<file path="config.mk">
export PLATFORM = sky130hd
export DESIGN_NAME = vexriscv_axil_slave_regs
export DESIGN_NICKNAME = d
export VERILOG_FILES = /design/src/rtl/vexriscv_axil_pkg.sv /design/src/rtl/vexriscv_axil_regfile.sv /design/src/rtl/vexriscv_axil_slave_regs.sv
export SDC_FILE = /design/constraint.sdc
export NUM_CORES = 1
export LEC_CHECK = 0
export BUFFER_PORTS_ARGS = -buffer_cell sky130_fd_sc_hd__clkbuf_2
export CORE_MARGIN = 5
export CORE_UTILIZATION = 65
export DETAILED_ROUTE_END_ITERATION = 16
export PLACE_DENSITY_LB_ADDON = 0.3
export SYNTH_ARGS = -nofsm -noshare
export SYNTH_HDL_FRONTEND = slang
export SYNTH_SLANG_ARGS = --single-unit
</file>
<file path="constraint.sdc">
create_clock -name ACLK -period 5 [get_ports ACLK]
set_input_delay 0 -clock ACLK [delete_from_list [all_inputs] [get_ports ACLK]]
set_output_delay 0 -clock ACLK [all_outputs]
set_load 0.01 [all_outputs]
</file>
<file path="src/rtl/vexriscv_axil_pkg.sv">
// Shared constants and helpers for the AXI4-Lite register slave.
//   RESP_OKAY / RESP_SLVERR : AXI response codes
//   DATA_W / STRB_W         : data bus and byte-strobe widths
//   strb_merge()            : byte-lane merge of new data into an old word
//   idx_in_range()          : word-index bounds test
package vexriscv_axil_pkg;

  localparam int DATA_W = 32;
  localparam int STRB_W = DATA_W / 8;

  localparam logic [1:0] RESP_OKAY   = 2'b00;
  localparam logic [1:0] RESP_SLVERR = 2'b10;

  function automatic logic [DATA_W-1:0] strb_merge(
    input logic [DATA_W-1:0] old_word,
    input logic [DATA_W-1:0] new_word,
    input logic [STRB_W-1:0] strb
  );
    logic [DATA_W-1:0] merged;
    merged = old_word;
    for (int b = 0; b < STRB_W; b++) begin
      if (strb[b]) merged[b*8 +: 8] = new_word[b*8 +: 8];
    end
    return merged;
  endfunction

  function automatic logic idx_in_range(input int idx, input int num_words);
    return (idx >= 0) && (idx < num_words);
  endfunction

endpackage

</file>
<file path="src/rtl/vexriscv_axil_regfile.sv">
// Word storage for the AXI4-Lite register slave.
//   clk, rst_n : clock, asynchronous active-low reset (clears every word)
//   wr_en      : write strobe, one word per cycle
//   wr_idx     : word index to write (indices with no storage are ignored)
//   wr_data    : write data
//   wr_strb    : byte enables for wr_data
//   rd_idx     : word index for the asynchronous read port
//   rd_data    : current contents of rd_idx (0 for indices with no storage)
module vexriscv_axil_regfile
  import vexriscv_axil_pkg::*;
#(
  parameter int NUM_WORDS = 12,
  parameter int IDX_W     = 4
) (
  input  logic              clk,
  input  logic              rst_n,
  input  logic              wr_en,
  input  logic [IDX_W-1:0]  wr_idx,
  input  logic [DATA_W-1:0] wr_data,
  input  logic [STRB_W-1:0] wr_strb,
  input  logic [IDX_W-1:0]  rd_idx,
  output logic [DATA_W-1:0] rd_data
);

  logic [DATA_W-1:0] mem [NUM_WORDS];

  // Index compare per word rather than direct array indexing keeps the
  // decode well defined when NUM_WORDS is not a power of two.
  always_ff @(posedge clk or negedge rst_n) begin
    if (!rst_n) begin
      for (int i = 0; i < NUM_WORDS; i++) mem[i] <= '0;
    end else if (wr_en) begin
      for (int i = 0; i < NUM_WORDS; i++) begin
        if (wr_idx == IDX_W'(i)) mem[i] <= strb_merge(mem[i], wr_data, wr_strb);
      end
    end
  end

  always_comb begin
    rd_data = '0;
    for (int i = 0; i < NUM_WORDS; i++) begin
      if (rd_idx == IDX_W'(i)) rd_data = mem[i];
    end
  end

endmodule

</file>
<file path="src/rtl/vexriscv_axil_slave_regs.sv">
// AXI4-Lite slave backed by a byte-writable register file.
//   ACLK, ARESETN      : clock, asynchronous active-low reset
//   S_AXI_AW*          : write address channel (AWPROT ignored)
//   S_AXI_W*           : write data channel with byte strobes
//   S_AXI_B*           : write response, SLVERR for out-of-range words
//   S_AXI_AR*          : read address channel (ARPROT ignored)
//   S_AXI_R*           : read data, RDATA=0 and SLVERR for out-of-range words
// One outstanding transaction per direction; read and write are independent.
module vexriscv_axil_slave_regs
  import vexriscv_axil_pkg::*;
#(
  parameter int C_S_AXI_DATA_WIDTH = 32,
  parameter int C_S_AXI_ADDR_WIDTH = 6,
  parameter int NUM_WORDS          = 12
) (
  input  logic                            ACLK,
  input  logic                            ARESETN,
  input  logic [C_S_AXI_ADDR_WIDTH-1:0]   S_AXI_AWADDR,
  input  logic [2:0]                      S_AXI_AWPROT,
  input  logic                            S_AXI_AWVALID,
  output logic                            S_AXI_AWREADY,
  input  logic [C_S_AXI_DATA_WIDTH-1:0]   S_AXI_WDATA,
  input  logic [C_S_AXI_DATA_WIDTH/8-1:0] S_AXI_WSTRB,
  input  logic                            S_AXI_WVALID,
  output logic                            S_AXI_WREADY,
  output logic [1:0]                      S_AXI_BRESP,
  output logic                            S_AXI_BVALID,
  input  logic                            S_AXI_BREADY,
  input  logic [C_S_AXI_ADDR_WIDTH-1:0]   S_AXI_ARADDR,
  input  logic [2:0]                      S_AXI_ARPROT,
  input  logic                            S_AXI_ARVALID,
  output logic                            S_AXI_ARREADY,
  output logic [C_S_AXI_DATA_WIDTH-1:0]   S_AXI_RDATA,
  output logic [1:0]                      S_AXI_RRESP,
  output logic                            S_AXI_RVALID,
  input  logic                            S_AXI_RREADY
);

  localparam int IDX_W = C_S_AXI_ADDR_WIDTH - 2;

  // Protection bits and byte offsets carry no meaning for a word register file.
  logic unused_inputs;
  assign unused_inputs = ^{S_AXI_AWPROT, S_AXI_ARPROT,
                           S_AXI_AWADDR[1:0], S_AXI_ARADDR[1:0]};

  // ---------------- write channel ----------------
  logic              aw_held;
  logic              w_held;
  logic [IDX_W-1:0]  aw_idx;
  logic [DATA_W-1:0] w_data;
  logic [STRB_W-1:0] w_strb;

  logic              aw_hs;
  logic              w_hs;
  logic              commit;
  logic [IDX_W-1:0]  cur_idx;
  logic [DATA_W-1:0] cur_data;
  logic [STRB_W-1:0] cur_strb;
  logic              wr_in_range;
  logic              wr_en;

  // READYs decode registered state only.
  assign S_AXI_AWREADY = !aw_held && !S_AXI_BVALID;
  assign S_AXI_WREADY  = !w_held && !S_AXI_BVALID;

  assign aw_hs = S_AXI_AWVALID && S_AXI_AWREADY;
  assign w_hs  = S_AXI_WVALID && S_AXI_WREADY;

  // Commit as soon as both halves are available, either from the holding
  // registers or from a handshake happening on this very edge.
  assign commit = (aw_held || aw_hs) && (w_held || w_hs);

  assign cur_idx  = aw_held ? aw_idx : S_AXI_AWADDR[C_S_AXI_ADDR_WIDTH-1:2];
  assign cur_data = w_held  ? w_data : S_AXI_WDATA;
  assign cur_strb = w_held  ? w_strb : S_AXI_WSTRB;

  assign wr_in_range = idx_in_range(int'(cur_idx), NUM_WORDS);
  assign wr_en       = commit && wr_in_range;

  always_ff @(posedge ACLK or negedge ARESETN) begin
    if (!ARESETN) begin
      aw_held      <= 1'b0;
      w_held       <= 1'b0;
      aw_idx       <= '0;
      w_data       <= '0;
      w_strb       <= '0;
      S_AXI_BVALID <= 1'b0;
      S_AXI_BRESP  <= RESP_OKAY;
    end else begin
      if (aw_hs) aw_idx <= S_AXI_AWADDR[C_S_AXI_ADDR_WIDTH-1:2];
      if (w_hs) begin
        w_data <= S_AXI_WDATA;
        w_strb <= S_AXI_WSTRB;
      end

      // commit implies BVALID is low, since both READYs are gated by it.
      if (commit) begin
        aw_held      <= 1'b0;
        w_held       <= 1'b0;
        S_AXI_BVALID <= 1'b1;
        S_AXI_BRESP  <= wr_in_range ? RESP_OKAY : RESP_SLVERR;
      end else begin
        if (aw_hs) aw_held <= 1'b1;
        if (w_hs)  w_held  <= 1'b1;
        if (S_AXI_BVALID && S_AXI_BREADY) S_AXI_BVALID <= 1'b0;
      end
    end
  end

  // ---------------- read channel ----------------
  logic [IDX_W-1:0]  rd_idx;
  logic [DATA_W-1:0] rd_word;
  logic              rd_in_range;
  logic              ar_hs;

  assign S_AXI_ARREADY = !S_AXI_RVALID;
  assign ar_hs         = S_AXI_ARVALID && S_AXI_ARREADY;
  assign rd_idx        = S_AXI_ARADDR[C_S_AXI_ADDR_WIDTH-1:2];
  assign rd_in_range   = idx_in_range(int'(rd_idx), NUM_WORDS);

  // rd_word is the pre-edge contents, so a read racing a same-word commit
  // returns the old value.
  always_ff @(posedge ACLK or negedge ARESETN) begin
    if (!ARESETN) begin
      S_AXI_RVALID <= 1'b0;
      S_AXI_RDATA  <= '0;
      S_AXI_RRESP  <= RESP_OKAY;
    end else if (ar_hs) begin
      S_AXI_RVALID <= 1'b1;
      S_AXI_RDATA  <= rd_in_range ? rd_word : '0;
      S_AXI_RRESP  <= rd_in_range ? RESP_OKAY : RESP_SLVERR;
    end else if (S_AXI_RVALID && S_AXI_RREADY) begin
      S_AXI_RVALID <= 1'b0;
    end
  end

  // ---------------- storage ----------------
  vexriscv_axil_regfile #(
    .NUM_WORDS (NUM_WORDS),
    .IDX_W     (IDX_W)
  ) u_regfile (
    .clk     (ACLK),
    .rst_n   (ARESETN),
    .wr_en   (wr_en),
    .wr_idx  (cur_idx),
    .wr_data (cur_data),
    .wr_strb (cur_strb),
    .rd_idx  (rd_idx),
    .rd_data (rd_word)
  );

endmodule

</file>
; ---- Yosys cells after proc, flatten, opt, wreduce, memory -nomap -nowiden
; Cells that the tools add are included.
[classes]
order_cmp = 2
muxes = 26
eq_ne = 22
div = 0
n_addsub = 0
n_mul = 0
n_bitwise = 0
reduce_logical = 69
shifts = 0
[op_table]
columns = operator, count
row1 = 32-bit two-way mux, 14
row2 = 3-bit AND reduction, 48
row3 = 4-bit by 3-bit equality test with 1-bit output (second input constant), 8
row4 = 4-bit equality test (second input constant), 8
row5 = 4-bit by 2-bit equality test with 1-bit output (second input constant), 4
row6 = 1-bit logical AND, 9
row7 = 4-bit by 1-bit equality test with 1-bit output (second input constant), 2
row8 = 4-bit logical NOT, 2
row9 = 4-bit < comparator (second input constant), 2
row10 = 1-bit two-way mux, 8
row11 = 4-bit two-way mux, 2
row12 = 2-bit nonzero test, 4
row13 = 1-bit logical NOT, 4
row14 = 2-bit two-way mux, 2
row15 = 1-bit logical OR, 2
[totals]
mem_bits_ro = 0
memories = 0
output_inout_bits = 41
ff_bits = 464
ram_bits = 0
wordCells = 177
latch_bits = 0
in_bits = 61

; ---- Longest topological paths before layout
[depth]
depth_word = 14
depth_mapped = 9
ltp_nobuf = 5

; ---- Modules after synthesis
; A second synthesis with hierarchy kept.
[unflattened]
cells_unflattened = 1576
hier_area_um2 = 21410.5
[by_module_without_submodules]
columns = module, instances, cells_each, area_per_inst_um2
row1 = vexriscv_axil_regfile, 1, 1344, 17917.2
row2 = vexriscv_axil_slave_regs, 1, 232, 3493.4

; ---- Worst setup path after synthesis
; OpenSTA, ideal clock, no wires.
[synth_timing]
path_kind = register to register
startpoint = register w_held
endpoint = register w_data[12]
stages_incl_launch_ff = 8
period_less_slack_ns = 2.070
path_slack_ns = 2.930
setup_ns = 0.125
t_arrival_ns = 1.945
t_required_ns = 4.875
cell_sequence = dfrtp_1 buf_4 buf_4 nor2_1 and2_1 buf_2 buf_1 mux2_2
[synth_between]
elab_chain_len = 3
[synth_lines]
columns = item, line_no
row1 = from (decl), vexriscv_axil_slave_regs.sv:48  ; logic w_held;
row2 = from (signal assigned), vexriscv_axil_slave_regs.sv:83  ; w_held <= 1'b0;
row3 = from (signal assigned), vexriscv_axil_slave_regs.sv:99  ; w_held <= 1'b0;
row4 = from (signal assigned), vexriscv_axil_slave_regs.sv:104  ; if (w_hs) w_held <= 1'b1;
row5 = 1-bit logical NOT, vexriscv_axil_slave_regs.sv:64  ; assign S_AXI_WREADY = !w_held && !S_AXI_BVALID;
row6 = 1-bit logical AND, vexriscv_axil_slave_regs.sv:64
row7 = via S_AXI_WREADY, vexriscv_axil_slave_regs.sv:25  ; output logic S_AXI_WREADY,
row8 = 1-bit logical AND, vexriscv_axil_slave_regs.sv:67  ; assign w_hs = S_AXI_WVALID && S_AXI_WREADY;
row9 = to (signal assigned), vexriscv_axil_slave_regs.sv:85  ; w_data <= '0;
row10 = to (signal assigned), vexriscv_axil_slave_regs.sv:92  ; w_data <= S_AXI_WDATA;
row11 = to (decl), vexriscv_axil_slave_regs.sv:50  ; logic [DATA_W-1:0] w_data;
; The timed path passes the listed nets, and every way through them passes these cells.
; A chain may end at the register's enable or synchronous reset.

; ---- Worst setup path in the final report
[layout_timing]
startpoint = register aw_held
endpoint = register u_regfile.mem[25] in the netlist's numbering
[layout_between]
elab_chain_len = 7
[layout_lines]
columns = item, line_no
row1 = from (decl), vexriscv_axil_slave_regs.sv:47  ; logic aw_held;
row2 = from (signal assigned), vexriscv_axil_slave_regs.sv:82  ; aw_held <= 1'b0;
row3 = from (signal assigned), vexriscv_axil_slave_regs.sv:98  ; aw_held <= 1'b0;
row4 = from (signal assigned), vexriscv_axil_slave_regs.sv:103  ; if (aw_hs) aw_held <= 1'b1;
row5 = branches (longest 6 deep; another with 4-bit < comparator), --
row6 = 3-bit AND reduction (no line) (*), --
row7 = "to (signal, indexed assignment)", vexriscv_axil_regfile.sv:34  ; if (wr_idx == IDX_W'(i)) mem[i] <= strb_merge(mem[i], wr_data, wr_strb);
row8 = to (decl), vexriscv_axil_regfile.sv:25  ; logic [DATA_W-1:0] mem [NUM_WORDS];
; Every way passes the cells marked *.

==> summary.txt <==
Status
  • Status: complete, no violations

Timing
  • Transition time of the tightest slew-check pin: 1.10 ns
  • Final Hold Fails: 0
  • Post-Route Skew: 0.0182 ns
  • RSZ-0062 raised after global routing: no
  • Final clock period utilization by the worst path: 65.4%
  • Rel. slew slack: 26.2%
  • Hold WS: 0.0422 ns
  • Fmax: 306 MHz
  • Final min period: 3.27 ns
  • Pins over their slew limit: 0
  • Final setup violation count: 0
  • Total negative slack: 0 ns

Clocking
  • CTS max path bufs: 3
  • Post-cts resize count: 0
  • CTS Buf Count: 48
  • Worst-path clk slew: 0.06 ns
  • Post-CTS Setup Bufs: 0
  • Root Buffer: clkbuf_16
  • CTS H-tree depth: 2
  • Skew-Pair Late Insertion Delay: 0.56 ns
  • Clock sinks: 462
  • CTS tree: built

Worst setup path
  • CP Capture Type: flop
  • CP Max Fanout: 13
  • CP Launch Type: flop
  • Worst Reg2Reg Path Length in Cells: 5
  • Worst r2r src: aw_held
  • Reg2Reg Capture Point: u_regfile.mem[25]
  • Crit path from: aw_held
  • Worst endpoint data arrival time: 3.71 ns
  • CP Data Required Time: 5.44 ns
  • Setup CP Type: reg -> reg
  • R2R setup slack: 1.73 ns
  • CP endpoint: u_regfile.mem[25]

GRT
  • Global route overflow: 0
  • Largest net degree at the start of global routing: 191
  • First-pass GRT wire length: 96000 um
  • GRT Total Usage: 32.3%
  • Vias in the first global route: 16600
  • Initial antenna violation count: 0

Pwr
  • Leak pwr: 11.1 nW
  • Cell area power density: 533 nW/um2
  • Peak VDD IR: 0.406 mV
  • Internal power: 0.00914 W
  • Clock Power Share: 26.9%
  • Combinational fraction of design power: 26.6%
  • Sw Pwr: 0.00404 W
  • Sequential share of power: 46.5%
  • Switch share: 30.6%

Min path
  • HP Class: in -> async

Final layout
  • Commonest non-fill, non-tap cell in the layout: mux2_2
  • # fillers: 2166
  • Most frequent cells in the layout: 469 x mux2_2, 461 x dfrtp_1, 115 x o21ai_0, 113 x nand2_1, 92 x a21oi_1
  • N_diodes: 0
  • Layout cells sized above 1: 37.7%
  • Area grow syn2layout: 12.8%
  • Final nets: 1957

Floorplan
  • I/O pin count: 102
  • Die ar.: 37500 um2
  • Chip height: 194 um
  • Die width: 194 um
  • Total core area: 33400 um2
  • Initial Util: 65.7%
  • # rows: 67

Synthesis
  • Synth unique cells: 63
  • Asr flop ratio synth: 100%
  • Primary FF master, synth: dfrtp_1
  • Synthesized area per cell: 12.1 um2
  • Yosys warns: 0
  • Netlist Area Pre-Place: 21900 um2
  • Gate Count Post-Synth: 1817
  • Number of synthesized flops with an enable pin: 0
  • Post-synthesis sequential area ratio: 52.8%
  • FF+latch count, synth: 462

Route
  • 1st-pass router iterations: 5
  • Routed len/inst: 25.8 um
  • Post-route DRC violation count: 0
  • Drt total wl: 61300 um
  • Vias per std cell: 6.75
  • DRT iter0 DRCs: 1232
  • Post-DRT Antenna Nets: 0
  • DR vias: 16100

Job
  • Max Cap Viol: 0

Place
  • Count of input and output buffers: 89
  • GPL Wtd Cong: 0.873
  • Dpl hpwl: 36300 um
## how the worst min path moves through the flow
stage	from	endpoint	slack, ns
6_report	ARESETN	S_AXI_RDATA[10]	0.04
4_1_cts	S_AXI_ARADDR[2]	S_AXI_RDATA[26]	0.04
2_1_floorplan	ARESETN	S_AXI_BRESP[1]	-0.30
3_5_place_dp	ARESETN	w_data[9]	0.04
3_3_place_gp	ARESETN	w_data[10]	0.03
5_1_grt	S_AXI_ARVALID	S_AXI_RVALID	0.07
## sequential cells by signal (all words and copies together) (netlist names)
name and cells:
w_held 1, aw_held 1, S_AXI_BRESP 1, u_regfile.mem 384, S_AXI_RDATA 32, S_AXI_BVALID 1, S_AXI_RRESP 1, aw_idx 4
w_strb 4, S_AXI_RVALID 1, w_data 32
## cell families after synthesis
family / share of synthesized area (%)
AO/OA/AOI/OAI: 12.8
buffers and inverters: 2.75
flip-flops: 52.8
multiplexers: 25.0
other: 0.0171
AND/OR/NAND/NOR: 6.67
## through the flow
stage	total power, W	area, um2	setup WS [ns]	util, %	cells
finish	0.0132	24700	1.73	74.1	2380
global route	0.0138	24700	1.58	74.1	2380
CTS	0.0131	24700	1.89	74.1	2380
detailed placement	0.00954	22700	1.89	67.9	2244
global placement	0.00927	22700	1.98	67.9	2244
floorplan	0.00853	21900	2.93	-	1818
## metal layers
| layer | up-vias | track usage (%) | wire length [um] |
|---|---|---|---|
| li1 | 6808 | - | - |
| met1 | 8271 | 43.4 | 24400 |
| met2 | 801 | 52.6 | 29300 |
| met3 | 195 | 5.88 | 4830 |
| met4 | 0 | 13.3 | 2780 |
| met5 | - | 0 | 0 |
## area by class of cell
type	count	area, um2	area share [%]
Inverter	13	48.8	0.197
Sequential cell	462	11600	46.8
Clock buffer	73	1410	5.69
Clock inverter	13	140	0.567
Timing Repair Buffer	167	1200	4.84
Tap cell	448	561	2.27
Multi-Input combinational cell	1204	9800	39.7
## cells in the mapped netlist (10+ instances only)
cell / instances / area [um2]
nand3_1: 18 / 90.1
inv_1: 11 / 41.3
o21ai_0: 115 / 576
nand2_1: 114 / 428
a2bb2oi_1: 22 / 193
o22ai_1: 19 / 119
nand2b_1: 15 / 93.8
a21o_1: 22 / 165
o221ai_1: 14 / 123
mux2_2: 469 / 5280
a22oi_1: 22 / 165
clkbuf_1: 107 / 402
mux2i_1: 10 / 100
dfrtp_1: 462 / 11600
nor3_1: 19 / 95.1
nor2_1: 58 / 218
a221o_1: 20 / 200
a21boi_0: 18 / 135
o2bb2ai_1: 14 / 123
buf_1: 14 / 52.6
buf_2: 14 / 70.1
nor2_2: 36 / 225
a21oi_1: 93 / 465
a41oi_1: 16 / 140
## power groups by stage
stage               registers (W)  logic, W  clock network [W]
floorplan                 0.00589   0.00263                  0
detailed placement        0.00613   0.00341                  0
global route              0.00628   0.00381            0.00372
global placement          0.00601   0.00326                  0
finish                    0.00613   0.00351            0.00354
CTS                       0.00608   0.00349            0.00356
## critical path, cell delays in order (launching register included)
cell and delay (ns):
dfrtp_1 0.56, inv_1 0.22, o32ai_1 0.97, nand2_1 0.30, nor2_2 0.68, mux2_2 0.41
## what timing repair did
action                                  4_1_cts  5_1_grt
hold buffers                                 50        0
endpoints found under the setup margin        0        0
endpoints found under the hold margin       152        0
(Power assumes the default switching activity.)
